`config.mk`:
```
export PLATFORM = sky130hd
export DESIGN_NAME = svnet_accum_ram
export DESIGN_NICKNAME = d
export VERILOG_FILES = /design/src/rtl/svnet_accum_ram.sv
export SDC_FILE = /design/constraint.sdc
export NUM_CORES = 1
export LEC_CHECK = 0
export BUFFER_PORTS_ARGS = -buffer_cell sky130_fd_sc_hd__buf_2
export CAP_MARGIN = 20
export CELL_PAD_IN_SITES_DETAIL_PLACEMENT = 0
export CELL_PAD_IN_SITES_GLOBAL_PLACEMENT = 1
export CORE_MARGIN = 5
export CORE_UTILIZATION = 54
export DETAILED_ROUTE_END_ITERATION = 8
export PLACE_DENSITY_LB_ADDON = 0.1
export SLEW_MARGIN = 20
export SYNTH_ARGS = -nofsm -noshare
export SYNTH_HDL_FRONTEND = slang
export SYNTH_SLANG_ARGS = --single-unit
export TNS_END_PERCENT = 10
```
`constraint.sdc`:
```
create_clock -name clk -period 5.1 [get_ports clk]
set_clock_uncertainty 0.15 [all_clocks]
set_input_delay 1.275 -clock clk [delete_from_list [all_inputs] [get_ports clk]]
set_output_delay 1.275 -clock clk [all_outputs]
set_load 0.005 [all_outputs]
```
`src/rtl/svnet_accum_ram.sv`:
```
// svnet_accum_ram
// On-chip word store for partial-sum buffers. Each write either stores a
// value or adds a signed addend to the stored word; the read-modify-write
// happens internally and back-to-back updates to one word are forwarded so
// none is lost. Reads return data two cycles after the request. A clear
// request (and reset) runs a hardware sweep that zeroes every word.
//
// Ports
//   clk             : sole clock, rising edge
//   rst             : synchronous active-high reset
//   ready           : 1 when write/read/clear are accepted, 0 during a sweep
//   clear           : request to zero all DEPTH words
//   write           : write request
//   write_mode      : 0 store write_data, 1 accumulate word + write_data
//   write_address   : target word of the write
//   write_data      : store value or signed addend
//   read            : read request
//   read_address    : word to read
//   read_data_valid : one-cycle strobe qualifying read_data
//   read_data       : registered read result
module svnet_accum_ram #(
  parameter int DEPTH    = 16,
  parameter int WIDTH    = 16,
  parameter int SATURATE = 1,
  localparam int AW      = $clog2(DEPTH)
) (
  input  logic             clk,
  input  logic             rst,
  output logic             ready,
  input  logic             clear,
  input  logic             write,
  input  logic             write_mode,
  input  logic [AW-1:0]    write_address,
  input  logic [WIDTH-1:0] write_data,
  input  logic             read,
  input  logic [AW-1:0]    read_address,
  output logic             read_data_valid,
  output logic [WIDTH-1:0] read_data
);

  typedef enum logic [0:0] {ST_CLEAR = 1'b0, ST_RUN = 1'b1} state_t;

  // Clamp a WIDTH+1 bit signed sum to the WIDTH range, or wrap it.
  function automatic logic [WIDTH-1:0] f_sat(input logic [WIDTH:0] s);
    logic [WIDTH-1:0] res;
    if ((SATURATE != 0) && (s[WIDTH] != s[WIDTH-1])) begin
      if (s[WIDTH]) res = {1'b1, {(WIDTH-1){1'b0}}};
      else          res = {1'b0, {(WIDTH-1){1'b1}}};
    end else begin
      res = s[WIDTH-1:0];
    end
    return res;
  endfunction

  logic [WIDTH-1:0] r_mem [DEPTH];

  state_t           r_state;
  logic [AW-1:0]    r_cnt;
  logic             r_ready;

  logic             r_i_wr;
  logic             r_i_mode;
  logic [AW-1:0]    r_i_waddr;
  logic [WIDTH-1:0] r_i_wdata;
  logic             r_i_rd;
  logic [AW-1:0]    r_i_raddr;

  logic             r_b_valid;
  logic [AW-1:0]    r_b_addr;
  logic [WIDTH-1:0] r_b_data;

  logic             r_rd_valid;
  logic [WIDTH-1:0] r_rd_data;

  logic             w_clear_acc;
  logic             w_wr_acc;
  logic             w_rd_acc;
  logic [WIDTH-1:0] w_operand;
  logic [WIDTH:0]   w_sum;
  logic [WIDTH-1:0] w_result;
  logic [WIDTH-1:0] w_rd_word;
  logic             w_mem_we;
  logic [AW-1:0]    w_mem_addr;
  logic [WIDTH-1:0] w_mem_data;

  // Clear beats a same-cycle write; nothing is accepted while sweeping.
  assign w_clear_acc = clear & r_ready;
  assign w_wr_acc    = write & r_ready & ~clear;
  assign w_rd_acc    = read & r_ready;

  // Stage A: the word still in stage B is newer than the RAM copy.
  assign w_operand = (r_b_valid && (r_b_addr == r_i_waddr)) ? r_b_data : r_mem[r_i_waddr];
  assign w_sum     = {w_operand[WIDTH-1], w_operand} + {r_i_wdata[WIDTH-1], r_i_wdata};
  assign w_result  = r_i_mode ? f_sat(w_sum) : r_i_wdata;

  // Reads see stage B (write issued the cycle before) ahead of the RAM.
  assign w_rd_word = (r_b_valid && (r_b_addr == r_i_raddr)) ? r_b_data : r_mem[r_i_raddr];

  assign ready           = r_ready;
  assign read_data_valid = r_rd_valid;
  assign read_data       = r_rd_data;

  // RAM write port: sweep zeroes during CLEAR, otherwise stage B commits.
  always_comb begin
    w_mem_we   = 1'b0;
    w_mem_addr = r_b_addr;
    w_mem_data = r_b_data;
    if (rst) begin
      w_mem_we = 1'b0;
    end else if (r_state == ST_CLEAR) begin
      w_mem_we   = 1'b1;
      w_mem_addr = r_cnt;
      w_mem_data = {WIDTH{1'b0}};
    end else begin
      w_mem_we = r_b_valid;
    end
  end

  // Storage array, no reset so it maps onto RAM.
  always_ff @(posedge clk) begin
    if (w_mem_we) begin
      r_mem[w_mem_addr] <= w_mem_data;
    end
  end

  // Sweep FSM: CLEAR walks the counter over every word, RUN accepts traffic.
  always_ff @(posedge clk) begin
    if (rst) begin
      r_state <= ST_CLEAR;
      r_cnt   <= {AW{1'b0}};
      r_ready <= 1'b0;
    end else begin
      case (r_state)
        ST_CLEAR: begin
          if (r_cnt == AW'(DEPTH - 1)) begin
            r_state <= ST_RUN;
            r_cnt   <= {AW{1'b0}};
            r_ready <= 1'b1;
          end else begin
            r_cnt   <= r_cnt + {{(AW-1){1'b0}}, 1'b1};
            r_ready <= 1'b0;
          end
        end
        ST_RUN: begin
          if (clear) begin
            r_state <= ST_CLEAR;
            r_cnt   <= {AW{1'b0}};
            r_ready <= 1'b0;
          end else begin
            r_ready <= 1'b1;
          end
        end
        default: begin
          r_state <= ST_CLEAR;
          r_cnt   <= {AW{1'b0}};
          r_ready <= 1'b0;
        end
      endcase
    end
  end

  // Pipeline: stage I capture, stage B result, read output register.
  always_ff @(posedge clk) begin
    if (rst) begin
      r_i_wr     <= 1'b0;
      r_i_mode   <= 1'b0;
      r_i_waddr  <= {AW{1'b0}};
      r_i_wdata  <= {WIDTH{1'b0}};
      r_i_rd     <= 1'b0;
      r_i_raddr  <= {AW{1'b0}};
      r_b_valid  <= 1'b0;
      r_b_addr   <= {AW{1'b0}};
      r_b_data   <= {WIDTH{1'b0}};
      r_rd_valid <= 1'b0;
      r_rd_data  <= {WIDTH{1'b0}};
    end else begin
      r_i_wr    <= w_wr_acc;
      r_i_mode  <= write_mode;
      r_i_waddr <= write_address;
      r_i_wdata <= write_data;
      r_i_rd    <= w_rd_acc;
      r_i_raddr <= read_address;
      // A clear drops the write sitting in stage I; the one leaving B commits.
      r_b_valid <= r_i_wr & ~w_clear_acc;
      r_b_addr  <= r_i_waddr;
      r_b_data  <= w_result;
      // A read already in stage I always completes, even across a clear.
      r_rd_valid <= r_i_rd;
      if (r_i_rd) r_rd_data <= w_rd_word;
      else        r_rd_data <= r_rd_data;
    end
  end

  // Requests while not ready are dropped; flag them.
  a_req_not_ready: assert property (@(posedge clk) disable iff (rst)
    !ready |-> !(write || read || clear))
    else $warning("svnet_accum_ram: request while not ready ignored");

  // Accepted addresses must be inside the array.
  a_waddr_range: assert property (@(posedge clk) disable iff (rst)
    (ready && write) |-> (int'(write_address) < DEPTH))
    else $error("svnet_accum_ram: write address out of range");

  a_raddr_range: assert property (@(posedge clk) disable iff (rst)
    (ready && read) |-> (int'(read_address) < DEPTH))
    else $error("svnet_accum_ram: read address out of range");

endmodule

```
### Yosys cells after proc, flatten, opt, wreduce, memory -nomap -nowiden

Memory sizes are Yosys's and may differ from the RTL's. A register that Yosys moved wholly into a read port is not among the register bits.
Index checks and enable logic that the tools add are counted.

| word-level totals | value |
|---|---|
| register bits after elaboration | 70 |
| memory bits (writable) | 256 |
| input port bits | 30 |
| logic and storage cells | 52 |
| memories | 1 |

| cells by class | value |
|---|---|
| $add $sub $neg | 2 |
| equality and inequality tests | 5 |
| multiplexer cells | 21 |
| bitwise logic cells | 8 |
| reduce and logical (&&, ||, !) cells | 2 |

Memories:

| name | depth | width | rd ports | clocked after memory_dff | wr ports | line | text |
|---|---|---|---|---|---|---|---|
| r_mem | 16 | 16 | 2 | 2 | 1 | 55 | `logic [WIDTH-1:0] r_mem [DEPTH];` |

Operators by type and width:

| kind | number |
|---|---|
| $mux W16 | 7 |
| $mux W4 | 6 |
| $add A16 B16 Y17 | 1 |
| $eq A4 B4 Y1 | 2 |
| $pmux W4 S2 | 1 |
| $mux W1 | 6 |
| $and A1 B1 Y1 | 5 |
| $add A4 B1 Y4 const B | 1 |
| $eq A4 B4 Y1 const B | 1 |
| $not A1 Y1 | 3 |
| $logic_and A1 B1 Y1 | 2 |
| $ne A2 B2 Y1 const B | 1 |
| $pmux W1 S2 | 1 |
| $ne A1 B1 Y1 | 1 |

### Depth between registers and ports, before layout

| depth | value |
|---|---|
| word-level depth | 7 |
| gate-level depth with buffers | 16 |
| mapped depth without buffers | 14 |

### Least setup slack after synthesis

Ideal clock, no wire load.

| path | value |
|---|---|
| path kind | flip-flop to flip-flop |
| start point | reg r_i_waddr[0] |
| end point | reg r_b_data[14] |
| data arrival time | 4193 ps |
| required time | 4814 ps |
| setup slack | 621 ps |
| stages on the path, launching flop included | 17 |
| buffers on the path | 5 |
| clock period less this slack | 4479 ps |
| cell sequence | dfxtp_1 > buf_2 > buf_2 > xor2_1 > nor4_2 > buf_2 > mux2_2 > ha_1 > buf_6 > a21o_1 > a211oi_2 > a21oi_1 > or4b_4 > o31a_4 > buf_6 > o41ai_2 > a211oi_2 |

| on the way | value |
|---|---|
| cells in the longest elaborated chain, start to end | 7 |
| elaborated cells between the ends (all ways) | 8 |
| those cells by class | add/sub: 1; eq/ne: 2; mux: 4; reduce/logical: 1 |

Ends and longest elaborated chain:

| element | line | text |
|---|---|---|
| from (decl) | 63 | `logic [AW-1:0] r_i_waddr;` |
| from (signal assigned) | 167 | `r_i_waddr <= {AW{1'b0}};` |
| from (signal assigned) | 179 | `r_i_waddr <= write_address;` |
| $eq A4 B4 Y1 (*) | 92 | `assign w_operand = (r_b_valid && (r_b_addr == r_i_waddr)) ? r_b_data : r_mem[r_i_waddr];` |
| $logic_and A1 B1 Y1 (*) | 92 |  |
| $mux W16 (*) | 92 |  |
| $add A16 B16 Y17 (*) | 93 | `assign w_sum = {w_operand[WIDTH-1], w_operand} + {r_i_wdata[WIDTH-1], r_i_wdata};` |
| $mux W16 or $ne A1 B1 Y1 (tied branches) | 47, 46 |  |
| $mux W16 (*) | 46 | `if ((SATURATE != 0) && (s[WIDTH] != s[WIDTH-1])) begin` |
| $mux W16 (*) | 94 | `assign w_result = r_i_mode ? f_sat(w_sum) : r_i_wdata;` |
| to (signal assigned) | 173 | `r_b_data <= {WIDTH{1'b0}};` |
| to (signal assigned) | 186 | `r_b_data <= w_result;` |
| to (decl) | 70 | `logic [WIDTH-1:0] r_b_data;` |

Mark *: on every way between the ends. The rest lies on a longest branch, timed or not.
A chain may end at the register's enable or synchronous reset.

### Worst setup path in the final report

| path | value |
|---|---|
| start point | reg r_i_waddr[0] |
| end point | reg r_b_data[9] |

The elaborated chain is that of the path after synthesis.

==> key figures <==
CTS
  • Number of instances resized during post-cts repair: 0
  • Reg clk slew, reported paths: 0.06 ns
  • CTS max path bufs: 3
  • CTS tree: done
  • Clk_lat worst skew: 0.51 ns
  • Total clock buffers created by CTS: 35
  • Hold buffers post-CTS: 0
  • Clk sinks: 326
  • Post-CTS Setup Bufs: 0
  • CTS H-tree depth: 2
  • Root buf cell: clkbuf_16

Timing
  • Tmin final: 4.71 ns
  • Final Setup Violations: 0
  • Period utilisation layout: 92.4%
  • Final Hold Fails: 0
  • Slew headroom: 30.1%
  • Setup_tns: 0 ns
  • Final worst slack: 0.386 ns
  • Worst-Margin Slew: 1.05 ns
  • RSZ-0062 raised after global routing: false
  • Hold_ws: 0.291 ns
  • Slew Viols, Final: 0
  • Max Clock Freq: 212 MHz

Setup path
  • Worst r2r src: r_i_waddr[0]$_SDFF_PP0_
  • Maximum net fanout on the critical path: 18
  • Crit. End Element: flop
  • Worst EP arrival: 5.00 ns
  • CP Buf/Inv Count: 3
  • Worst R2R End: r_b_data[9]$_SDFF_PP0_
  • Max stage delay on crit path: 0.49 ns
  • Slowest CP cell: dfxtp_4
  • FF-to-FF setup slack: 0.39 ns
  • Cell depth of the worst flop-to-flop path: 14
  • CP Launch Type: flop
  • Crit path required time: 5.39 ns
  • Setup CP Type: flop to flop
  • Critical-path cell list: buf_12, buf_12, mux4_2, mux4_2, mux2i_1, inv_1, ha_1, a211oi_1, o211ai_1, nand2_1, o311ai_0, o31a_4, or3b_1, a211oi_2
  • Critical path depth in cells: 14
  • Delay-heaviest family, CP: compound AO/OA/AOI/OAI gates

Power
  • Sw Pwr: 1.40 mW
  • Comb pwr share: 10.1%
  • Internal power: 4.84 mW
  • Clock Power Share: 42.2%
  • Switching part of the total: 22.4%
  • P per Cell Area: 358 nW/um2
  • Reg power frac: 47.7%
  • Power Total: 6.24 mW
  • Worst VDD drop: 0.334 mV
  • Static leakage: 5.71 nW

Floorplanning
  • Die area: 32000 um2
  • Die extent in x: 179 um
  • Die H: 179 um
  • Std cell rows: 61
  • Initial core utilization: 55.1%
  • IO Pins: 48
  • Core Box Area: 27900 um2

Synth
  • Synth cell types: 58
  • Synthesis-stage register bit count: 326
  • Yosys warning count: 0
  • Synthesized area: 15400 um2
  • Prevailing post-synth register cell: edfxtp_1
  • Cells after Synth: 901
  • Post-Syn Nets: 949
  • Post-synth EDFFs: 256
  • Cell taking the most area after synthesis: edfxtp_1
  • Ys async rst share: 0%
  • Yosys top cell area share: 49.9%
  • Ranking of synthesized cells by area: edfxtp_1 50%, mux4_2 23%, dfxtp_1 9.1%, nor2b_1 2.0%, nor2_1 1.6%
  • Syn avg cell area: 17.1 um2
  • Sequential-to-total area share from yosys stat: 59.0%

Global routing
  • Largest net degree at the start of global routing: 73
  • GRT overflow: 0
  • Vias in the first global route: 9050
  • Initial antenna violation count: 1
  • Global-route wire length before repair: 57.5 mm
  • GRT Total Usage: 24.8%

Job
  • Max_cap viols: 0

Min path
  • Worst min-delay path category: flop to flop
  • Hold Path Sink: r_b_valid$_SDFF_PP0_
  • HP Start: r_i_wr$_SDFF_PP0_
  • Hold path depth: 2

Routing
  • DR pass1 iterations: 5
  • Routed WL: 38.4 mm
  • Vias post-DR: 8813
  • Routed len/inst: 28.1 um
  • Routed Antenna Nets: 0
  • Residual DRC: 0
  • Via-to-Cell Ratio: 6.45
  • Detailed Route Iter0 Violations: 895

Place
  • Routability cong.: 0.867
  • Post-detail-place hpwl: 24.1 mm
  • Pre-CTS setup slack: 0.409 ns
  • PortBufs: 47

Finish
  • Ant diodes: 0
  • Final #Nets: 1010
  • Ratio of cells with drive above 1 in the final layout: 35.1%
  • Final Util: 62.4%
  • P&R area growth vs syn: 13.1%

Run status
  • Status: complete, no violations
==> cell type report <==
class	count	area, um2
clock inverter	18	238
tap	378	473
multi-input combinational	504	6050
sequential	326	9100
clock buffer	45	956
timing repair buffer	86	566
fill	2010	10500
inverter	9	33.8
==> per-stage QoR <==
| stage | area (um2) | std cells |
|---|---|---|
| 2_1_floorplan | 15400 | 901 |
| 3_3_place_gp | 16200 | 1303 |
| 3_5_place_dp | 16200 | 1303 |
| 4_1_cts | 17400 | 1366 |
| 5_1_grt | 17400 | 1366 |
| 6_report | 17400 | 1366 |
==> layout by cell type, fill, tap and decap left out, types with 4 or more instances in the layout <==
cell / Yosys / final
a31oi_1: 4 / 4
mux4_2: 160 / 160
nor3_1: 8 / 8
dfxtp_1: 70 / 65
o211ai_1: 4 / 4
nor2_2: 0 / 17
buf_4: 0 / 36
nor2b_1: 49 / 49
o21ai_0: 12 / 12
nand2_1: 25 / 25
a21oi_1: 12 / 12
inv_1: 9 / 9
edfxtp_1: 256 / 256
mux2i_1: 20 / 20
buf_2: 13 / 47
ha_1: 17 / 17
o21a_1: 5 / 5
clkbuf_1: 40 / 8
xnor2_1: 6 / 6
a211oi_2: 5 / 5
xor2_1: 8 / 8
nor2_1: 66 / 49
nand3_1: 7 / 7
mux2_2: 16 / 16
nand2b_1: 7 / 7
clkbuf_16: 0 / 37
clkinv_1: 0 / 6
bufinv_16: 0 / 6
a211oi_1: 31 / 31
==> cell families after synthesis <==
| logic type | synth area share, % |
|---|---|
| flops | 59.0 |
| mux | 25.9 |
| simple gates | 6.11 |
| compound gates | 4.62 |
| buf+inv | 2.04 |
| fa+ha+maj | 1.51 |
| xor+xnor | 0.797 |
==> routing by layer <==
layer | routed length, um | GRT usage (%)
met4 | 983 | 6.81
met1 | 15200 | 33.9
met2 | 19100 | 40.9
met5 | 7 | 0
met3 | 3110 | 5.00
==> synth_stat cells, types with 2 or more instances <==
cell type	n
mux2_2	16
nor3b_1	2
a211oi_1	31
buf_1	4
nand3_1	7
a21oi_1	12
buf_6	4
nor4_2	2
mux4_2	160
xor2_1	8
nor3_1	8
o211ai_1	4
nand2b_1	7
nand3b_1	2
nor2_1	66
and3_1	3
edfxtp_1	256
a311oi_1	2
and2_1	3
o21a_1	5
mux2i_1	20
inv_1	9
nand4_1	2
clkbuf_1	40
a21o_1	3
xnor2_1	6
ha_1	17
nor2b_1	49
o21ai_0	12
a31oi_1	4
a211oi_2	5
dfxtp_1	70
buf_2	13
nand2_1	25
==> tightest hold or removal path: stages, from the launching register on <==
cell and delay (ns):
dfxtp_1 0.30, inv_1 0.05, a211oi_1 0.05
==> worst max path at each step <==
stage                            startpoint                      end  slack, ns
floorplan           r_i_waddr[0]$_SDFF_PP0_  r_b_data[14]$_SDFF_PP0_       0.62
global placement    r_i_waddr[0]$_SDFF_PP0_   r_b_data[9]$_SDFF_PP0_       0.44
detailed placement  r_i_waddr[0]$_SDFF_PP0_   r_b_data[9]$_SDFF_PP0_       0.41
CTS                 r_i_waddr[0]$_SDFF_PP0_   r_b_data[9]$_SDFF_PP0_       0.37
global route        r_i_waddr[0]$_SDFF_PP0_   r_b_data[9]$_SDFF_PP0_       0.06
finish              r_i_waddr[0]$_SDFF_PP0_   r_b_data[9]$_SDFF_PP0_       0.39
==> registers in the layout (all words and copies together), names as in the netlist <==
name / count
r_b_addr: 4
r_b_data: 16
r_b_valid: 1
r_cnt: 4
r_i_mode: 1
r_i_raddr: 4
r_i_rd: 1
r_i_waddr: 4
r_i_wdata: 16
r_i_wr: 1
r_mem: 256
read_data: 16
read_data_valid: 1
ready: 1
==> power groups by stage <==
stage	logic (mW)	clock network, mW	registers, mW
final	0.632	2.63	2.98
after global routing	0.685	2.78	2.98
after CTS	0.632	2.67	2.98
after detailed placement	0.629	0	3.03
after global placement	0.616	0	3.03
after floorplan	0.484	0	2.99
Note: power is estimated with default switching activity, not from simulation.
